==> config.mk <==
export PLATFORM = sky130hd
export DESIGN_NAME = router_pkt_tx
export DESIGN_NICKNAME = d
export VERILOG_FILES = /design/src/rtl/router_pkg.sv /design/src/rtl/router_pkt_tx_buf.sv /design/src/rtl/router_pkt_tx.sv
export SDC_FILE = /design/constraint.sdc
export NUM_CORES = 1
export LEC_CHECK = 0
export BUFFER_PORTS_ARGS = -buffer_cell sky130_fd_sc_hd__buf_4
export CAP_MARGIN = 20
export CELL_PAD_IN_SITES_DETAIL_PLACEMENT = 1
export CELL_PAD_IN_SITES_GLOBAL_PLACEMENT = 2
export CORE_ASPECT_RATIO = 1.25
export CORE_MARGIN = 4
export CORE_UTILIZATION = 40
export CTS_BUF_LIST = sky130_fd_sc_hd__clkbuf_4 sky130_fd_sc_hd__clkbuf_8
export DETAILED_ROUTE_END_ITERATION = 16
export PLACE_DENSITY_LB_ADDON = 0.1
export SLEW_MARGIN = 10
export SYNTH_ARGS = -nofsm -noshare
export SYNTH_HDL_FRONTEND = slang
export SYNTH_SLANG_ARGS = --single-unit
==> constraint.sdc <==
create_clock -name clock -period 3.4 [get_ports clock]
set_input_delay 0.51 -clock clock [delete_from_list [all_inputs] [get_ports clock]]
set_output_delay 0.51 -clock clock [all_outputs]
set_load 0.1 [all_outputs]
==> src/rtl/router_pkg.sv <==
// Shared types and constants for the router packet transmitter.
package router_pkg;

  localparam int ADDR_W = 2;
  localparam int LEN_W  = 6;
  localparam logic [ADDR_W-1:0] ILLEGAL_ADDR = 2'b11;

  typedef enum logic [2:0] {
    IDLE,
    LOAD,
    HEADER,
    PAYLOAD,
    PARITY,
    GAP
  } state_t;

  // Header byte as the router expects it: length in the upper bits, port in the lower.
  function automatic logic [LEN_W+ADDR_W-1:0] pack_header(input logic [LEN_W-1:0]  len,
                                                           input logic [ADDR_W-1:0] addr);
    return {len, addr};
  endfunction

endpackage

==> src/rtl/router_pkt_tx_buf.sv <==
// Payload staging buffer: one write port, one combinational read port, no flags.
module tx_payload_buf
  import router_pkg::*;
#(
  parameter int AW = LEN_W
) (
  input  logic          clock,
  input  logic          we,
  input  logic [AW-1:0] wr_addr,
  input  logic [7:0]    wr_data,
  input  logic [AW-1:0] rd_addr,
  output logic [7:0]    rd_data
);

  logic [7:0] mem [2**AW];

  always_ff @(posedge clock) begin
    if (we) mem[wr_addr] <= wr_data;
  end

  assign rd_data = mem[rd_addr];

endmodule

==> src/rtl/router_pkt_tx.sv <==
// Router input-port packet source: buffers a payload, then sends header, payload,
// parity and a gap window in which the router parity-error flag is collected.
module router_pkt_tx #(
  parameter int LEN_W      = 6,
  parameter int GAP_CYCLES = 3
) (
  input  logic             clock,
  input  logic             resetn,
  input  logic             start,
  input  logic [1:0]       dest_addr,
  input  logic [LEN_W-1:0] payload_len,
  input  logic             corrupt_parity,
  input  logic [7:0]       pl_data,
  input  logic             pl_valid,
  output logic             pl_ready,
  input  logic             busy,
  input  logic             err,
  output logic [7:0]       data_out,
  output logic             pkt_valid,
  output logic             tx_active,
  output logic             tx_done,
  output logic             tx_err,
  output logic             cfg_err
);
  import router_pkg::*;

  state_t           state, state_nxt;
  logic [LEN_W-1:0] len_q, len_nxt;
  logic [1:0]       addr_q, addr_nxt;
  logic             corrupt_q, corrupt_nxt;
  logic [LEN_W-1:0] wr_ptr, wr_nxt;
  logic [LEN_W-1:0] rd_ptr, rd_nxt;
  logic [7:0]       acc, acc_nxt;
  logic [7:0]       gap_cnt, gap_nxt;
  logic             err_seen, err_seen_nxt;
  logic [7:0]       data_nxt;
  logic             pkt_valid_nxt, tx_done_nxt, tx_err_nxt, cfg_err_nxt;
  logic             buf_we;
  logic [7:0]       rd_data;

  tx_payload_buf #(.AW(LEN_W)) u_buf (
    .clock   (clock),
    .we      (buf_we),
    .wr_addr (wr_ptr),
    .wr_data (pl_data),
    .rd_addr (rd_ptr),
    .rd_data (rd_data)
  );

  assign pl_ready  = (state == LOAD);
  assign tx_active = (state != IDLE);

  always_ff @(posedge clock) begin
    if (!resetn) begin
      state     <= IDLE;
      len_q     <= '0;
      addr_q    <= '0;
      corrupt_q <= 1'b0;
      wr_ptr    <= '0;
      rd_ptr    <= '0;
      acc       <= '0;
      gap_cnt   <= '0;
      err_seen  <= 1'b0;
      data_out  <= '0;
      pkt_valid <= 1'b0;
      tx_done   <= 1'b0;
      tx_err    <= 1'b0;
      cfg_err   <= 1'b0;
    end else begin
      state     <= state_nxt;
      len_q     <= len_nxt;
      addr_q    <= addr_nxt;
      corrupt_q <= corrupt_nxt;
      wr_ptr    <= wr_nxt;
      rd_ptr    <= rd_nxt;
      acc       <= acc_nxt;
      gap_cnt   <= gap_nxt;
      err_seen  <= err_seen_nxt;
      data_out  <= data_nxt;
      pkt_valid <= pkt_valid_nxt;
      tx_done   <= tx_done_nxt;
      tx_err    <= tx_err_nxt;
      cfg_err   <= cfg_err_nxt;
    end
  end

  always_comb begin
    state_nxt     = state;
    len_nxt       = len_q;
    addr_nxt      = addr_q;
    corrupt_nxt   = corrupt_q;
    wr_nxt        = wr_ptr;
    rd_nxt        = rd_ptr;
    acc_nxt       = acc;
    gap_nxt       = gap_cnt;
    err_seen_nxt  = err_seen;
    data_nxt      = data_out;
    pkt_valid_nxt = pkt_valid;
    tx_done_nxt   = 1'b0;
    tx_err_nxt    = 1'b0;
    cfg_err_nxt   = 1'b0;
    buf_we        = 1'b0;
    case (state)
      IDLE: begin
        data_nxt      = '0;
        pkt_valid_nxt = 1'b0;
        if (start) begin
          if (dest_addr == ILLEGAL_ADDR || payload_len == '0) begin
            cfg_err_nxt = 1'b1;
          end else begin
            len_nxt      = payload_len;
            addr_nxt     = dest_addr;
            corrupt_nxt  = corrupt_parity;
            acc_nxt      = pack_header(payload_len, dest_addr);
            wr_nxt       = '0;
            rd_nxt       = '0;
            err_seen_nxt = 1'b0;
            state_nxt    = LOAD;
          end
        end
      end
      LOAD: begin
        if (pl_valid) begin
          buf_we  = 1'b1;
          acc_nxt = acc ^ pl_data;
          wr_nxt  = wr_ptr + LEN_W'(1);
          if (wr_ptr == len_q - LEN_W'(1)) begin
            data_nxt      = pack_header(len_q, addr_q);
            pkt_valid_nxt = 1'b1;
            state_nxt     = HEADER;
          end
        end
      end
      HEADER: begin
        if (!busy) begin
          data_nxt  = rd_data;
          rd_nxt    = rd_ptr + LEN_W'(1);
          state_nxt = PAYLOAD;
        end
      end
      PAYLOAD: begin
        // rd_ptr already points past the byte on data_out, so equality means the last one is showing.
        if (!busy) begin
          if (rd_ptr == len_q) begin
            data_nxt      = corrupt_q ? ~acc : acc;
            pkt_valid_nxt = 1'b0;
            state_nxt     = PARITY;
          end else begin
            data_nxt = rd_data;
            rd_nxt   = rd_ptr + LEN_W'(1);
          end
        end
      end
      PARITY: begin
        if (!busy) begin
          data_nxt     = '0;
          gap_nxt      = '0;
          err_seen_nxt = 1'b0;
          state_nxt    = GAP;
        end
      end
      GAP: begin
        err_seen_nxt = err_seen | err;
        gap_nxt      = gap_cnt + 8'd1;
        if (gap_cnt == 8'(GAP_CYCLES - 1)) begin
          tx_done_nxt = 1'b1;
          tx_err_nxt  = err_seen | err;
          state_nxt   = IDLE;
        end
      end
      default: state_nxt = IDLE;
    endcase
  end

endmodule

==> metrics.md <==
| Metric | Value |
|---|---|
| CTS-repair resized insts | `0` |
| Tot Pwr | `14200 uW` |
| First-pass GRT wire length | `91.6 mm` |
| Min-delay worst type | `primary input to flop` |
| Die width | `between 200 and 250 um` |
| Fillers | `5409` |
| Final wirelength | `61.8 mm` |
| Num ports | `37` |
| Worst EP required | `3.94 ns` |
| Core Util, Final | `46.7%` |
| Worst setup SP type | `flop` |
| Core ar. | `roughly 0.056 sq mm` |
| Post-DP Area | `0.0245 sq mm` |
| Critical path type | `flop to flop` |
| Hold Violations, Final | `0` |
| Static Leak | `0.00851 uW` |
| Synth Register Bits | `roughly 570` |
| Commonest non-fill, non-tap cells in the layout | `512 x edfxtp_1, 128 x mux4_2, 126 x buf_4, 92 x clkbuf_8, 90 x nor2_1` |
| Total congestion overflow | `0` |
| Minimum clock period after layout | `2.88 ns` |
| RSZ-0062 raised after global routing | `no` |
| Pwr dens | `540 mW/mm^2` |
| Chip Height | `275 um` |
| Vias in the first global route | `13300` |
| TritonRoute pass-1 iters | `5` |
| Design area | `about 0.026 sq mm` |
| Worst skew pair latency | `0.69 ns` |
| RePlAce Congestion | `between 0.7 and 0.8` |
| Vias | `12400` |
| Post-DP HPWL | `a little under 40 mm` |
| Gate Count Post-Synth | `1273` |
| Setup ws final | `0.523 ns` |
| CTS Root Cell | `clkbuf_8` |
| Syn nets | `1301` |
| Clk slew on worst S/H paths | `0.06 ns` |
| Setup crit end kind | `flop` |
| Status | `finished, final reports clean` |
| Routed Antenna Nets | `0` |
| Most common cell after layout, fill and taps aside | `edfxtp_1` |
| Max-cap viol count | `0` |
| Via density | `approximately 5.5` |
| Total CTS buffers | `92` |
| FF-to-FF path depth | `6` |
| Largest net degree at the start of global routing | `67` |
| CP Max Fanout | `31` |
| All-Layer GR Usage | `between 20% and 30%` |
| Worst-Margin Slew | `0.960 ns` |
| Peak supply drop | `0.376 mV` |
| Worst rel slew slack | `35.8%` |
| Post-CTS Setup Inserts | `0` |
| Fraction of layout cells with a size suffix above 1 | `27.2%` |
| Row count | `97` |
| FF-to-FF setup slack | `0.52 ns` |
| Violation count after the first detailed-route iteration | `1004` |
| Hold endpoint | `tx_err$_SDFF_PN0_` |
| Syn avg cell area | `17.9 sq um` |
| Yosys cell types | `53` |
| Initial antenna violation count | `1` |
| CTS tree | `built` |
| Clock Path Buffers | `3` |
| # setup viols final | `0` |
| Pre-CTS setup slack | `0.567 ns` |
| Hold Crit Start | `err` |
| Setup tns final | `0 ns` |
| DR DRC count | `0` |
| Hold path depth | `2` |
| Hold Buf Count CTS | `0` |
| Warnings from Yosys | `0` |
| Clk_skew | `0.0386 ns` |
| Clock sinks | `571` |
| Area growth from synthesis to layout | `15.1%` |
| Post-synthesis sequential area ratio | `slightly above 70%` |
| Post-Syn Area | `about 0.023 sq mm` |
| Initial core utilization | `between 40% and 50%` |
| Fmax | `348 MHz` |
| Input/output buffers | `36` |
| H-tree lvl count | `3` |
| Fin crit share | `84.6%` |
| Critical Path AT | `3.41 ns` |
| DIE AREA | `0.0610 sq mm` |
| Nets@finish | `1459` |
| Slew Viols, Final | `0` |
| FF-to-FF End | `data_out[6]$_SDFFE_PN0P_` |
| Wire per inst | `27.5 um` |
==> cell usage after synthesis (all sizes together) <==
cell type / count / share of area, %
a211o: 2 / 0.077
a211oi: 9 / 0.30
a21boi: 4 / 0.13
a21oi: 38 / 0.83
a221oi: 1 / 0.038
a22o: 8 / 0.31
a22oi: 62 / 2.0
a31o: 2 / 0.077
a31oi: 7 / 0.19
a32o: 8 / 0.35
and2: 10 / 0.28
and3: 8 / 0.24
and3b: 1 / 0.038
buf: 34 / 0.99
clkbuf: 33 / 0.54
clkinv: 1 / 0.016
dfxtp: 59 / 5.2
edfxtp: 512 / 67
ha: 5 / 0.27
inv: 9 / 0.15
mux2i: 11 / 0.48
mux4: 128 / 13
nand2: 57 / 0.94
nand3: 25 / 0.55
nand3b: 11 / 0.36
nand4: 2 / 0.055
nor2: 91 / 1.5
nor2b: 34 / 0.93
nor3: 4 / 0.088
nor3b: 1 / 0.033
nor4: 3 / 0.082
nor4b: 2 / 0.10
o211a: 3 / 0.13
o211ai: 14 / 0.52
o21a: 3 / 0.099
o21ai: 29 / 0.64
o311a: 1 / 0.044
o31ai: 3 / 0.099
or2: 2 / 0.055
or3: 4 / 0.11
or3b: 1 / 0.038
or4: 2 / 0.066
or4b: 1 / 0.044
xnor2: 5 / 0.19
xor2: 23 / 0.88
==> metrics by stage <==
step | hold WS (ns) | instances
floorplan | 0.428 | 1273
global placement | 0.491 | 2079
detailed placement | 0.510 | 2079
CTS | 0.0101 | 2247
global route | 0.0350 | 2248
finish | 0.0831 | 2248
==> cells by family (layout without fill, tap and decap cells) <==
group	after synthesis	in the layout	share of synthesized area [%]
multiplexers	139	139	13.1
AND/OR/NAND/NOR	259	259	5.51
adder cells (fa/ha/maj)	5	5	0.274
AO/OA/AOI/OAI	194	194	5.87
XOR/XNOR	28	28	1.07
other	0	1	0
flip-flops	571	571	72.5
buffers and inverters	77	309	1.69
==> area by class of cell <==
| class | instances | area (sq um) | area share (%) |
|---|---|---|---|
| Antenna cell | 1 | 2.50 | 0.00952 |
| Clock buffer | 113 | 1420 | 5.42 |
| Timing Repair Buffer | 131 | 1050 | 3.98 |
| Sequential cell | 571 | 16600 | 63.0 |
| Clock inverter | 55 | 365 | 1.39 |
| Inverter | 10 | 37.5 | 0.143 |
| Multi-Input combinational cell | 625 | 5910 | 22.5 |
| Tap cell | 742 | 928 | 3.53 |
==> routing by layer <==
| metal | part of all wire (%) | global-route usage (%) | up-vias |
|---|---|---|---|
| li1 | - | - | 5467 |
| met1 | 43 | 27.2 | 6575 |
| met2 | 51 | 34.9 | 291 |
| met3 | 4.1 | 3.26 | 74 |
| met4 | 2.1 | 6.12 | 0 |
| met5 | 0 | 0 | - |
==> registers in the layout, summed over array words and instances (netlist names), named ones only <==
| register | cells |
|---|---|
| wr_ptr | 6 |
| data_out | 8 |
| len_q | 6 |
| pkt_valid | 1 |
| rd_ptr | 6 |
| corrupt_q | 1 |
| gap_cnt | 8 |
| acc | 8 |
| err_seen | 1 |
| tx_done | 1 |
| cfg_err | 1 |
| u_buf.mem | 512 |
| addr_q | 2 |
| tx_err | 1 |
| state | 3 |
==> worst max-delay path, stage by stage (launching register included) <==
cell and delay [ns]:
dfxtp_4 0.74, buf_4 0.44, mux4_2 0.38, a22oi_1 0.37
a21oi_1 0.22, a211oi_1 0.45, o211ai_1 0.12
==> how the worst max path moves through the flow <==
stage,startpoint,endpoint,slack (ns),cells after the start
2_1_floorplan,state[1]$_SDFFE_PN0P_,pl_ready,0.96,5
4_1_cts,flop,data_out[3]$_SDFFE_PN0P_,0.55,6
3_5_place_dp,flop,data_out[3]$_SDFFE_PN0P_,0.57,6
3_3_place_gp,flop,data_out[3]$_SDFFE_PN0P_,0.56,6
5_1_grt,flop,data_out[3]$_SDFFE_PN0P_,0.39,6
6_report,flop,data_out[6]$_SDFFE_PN0P_,0.52,6
==> report_power, final <==
| group | internal [uW] | switching, uW |
|---|---|---|
| clock network | 3080 | 2700 |
| logic | 278 | 424 |
| registers | 7660 | 30.7 |
No activity file was read; power rests on OpenSTA's default activity.
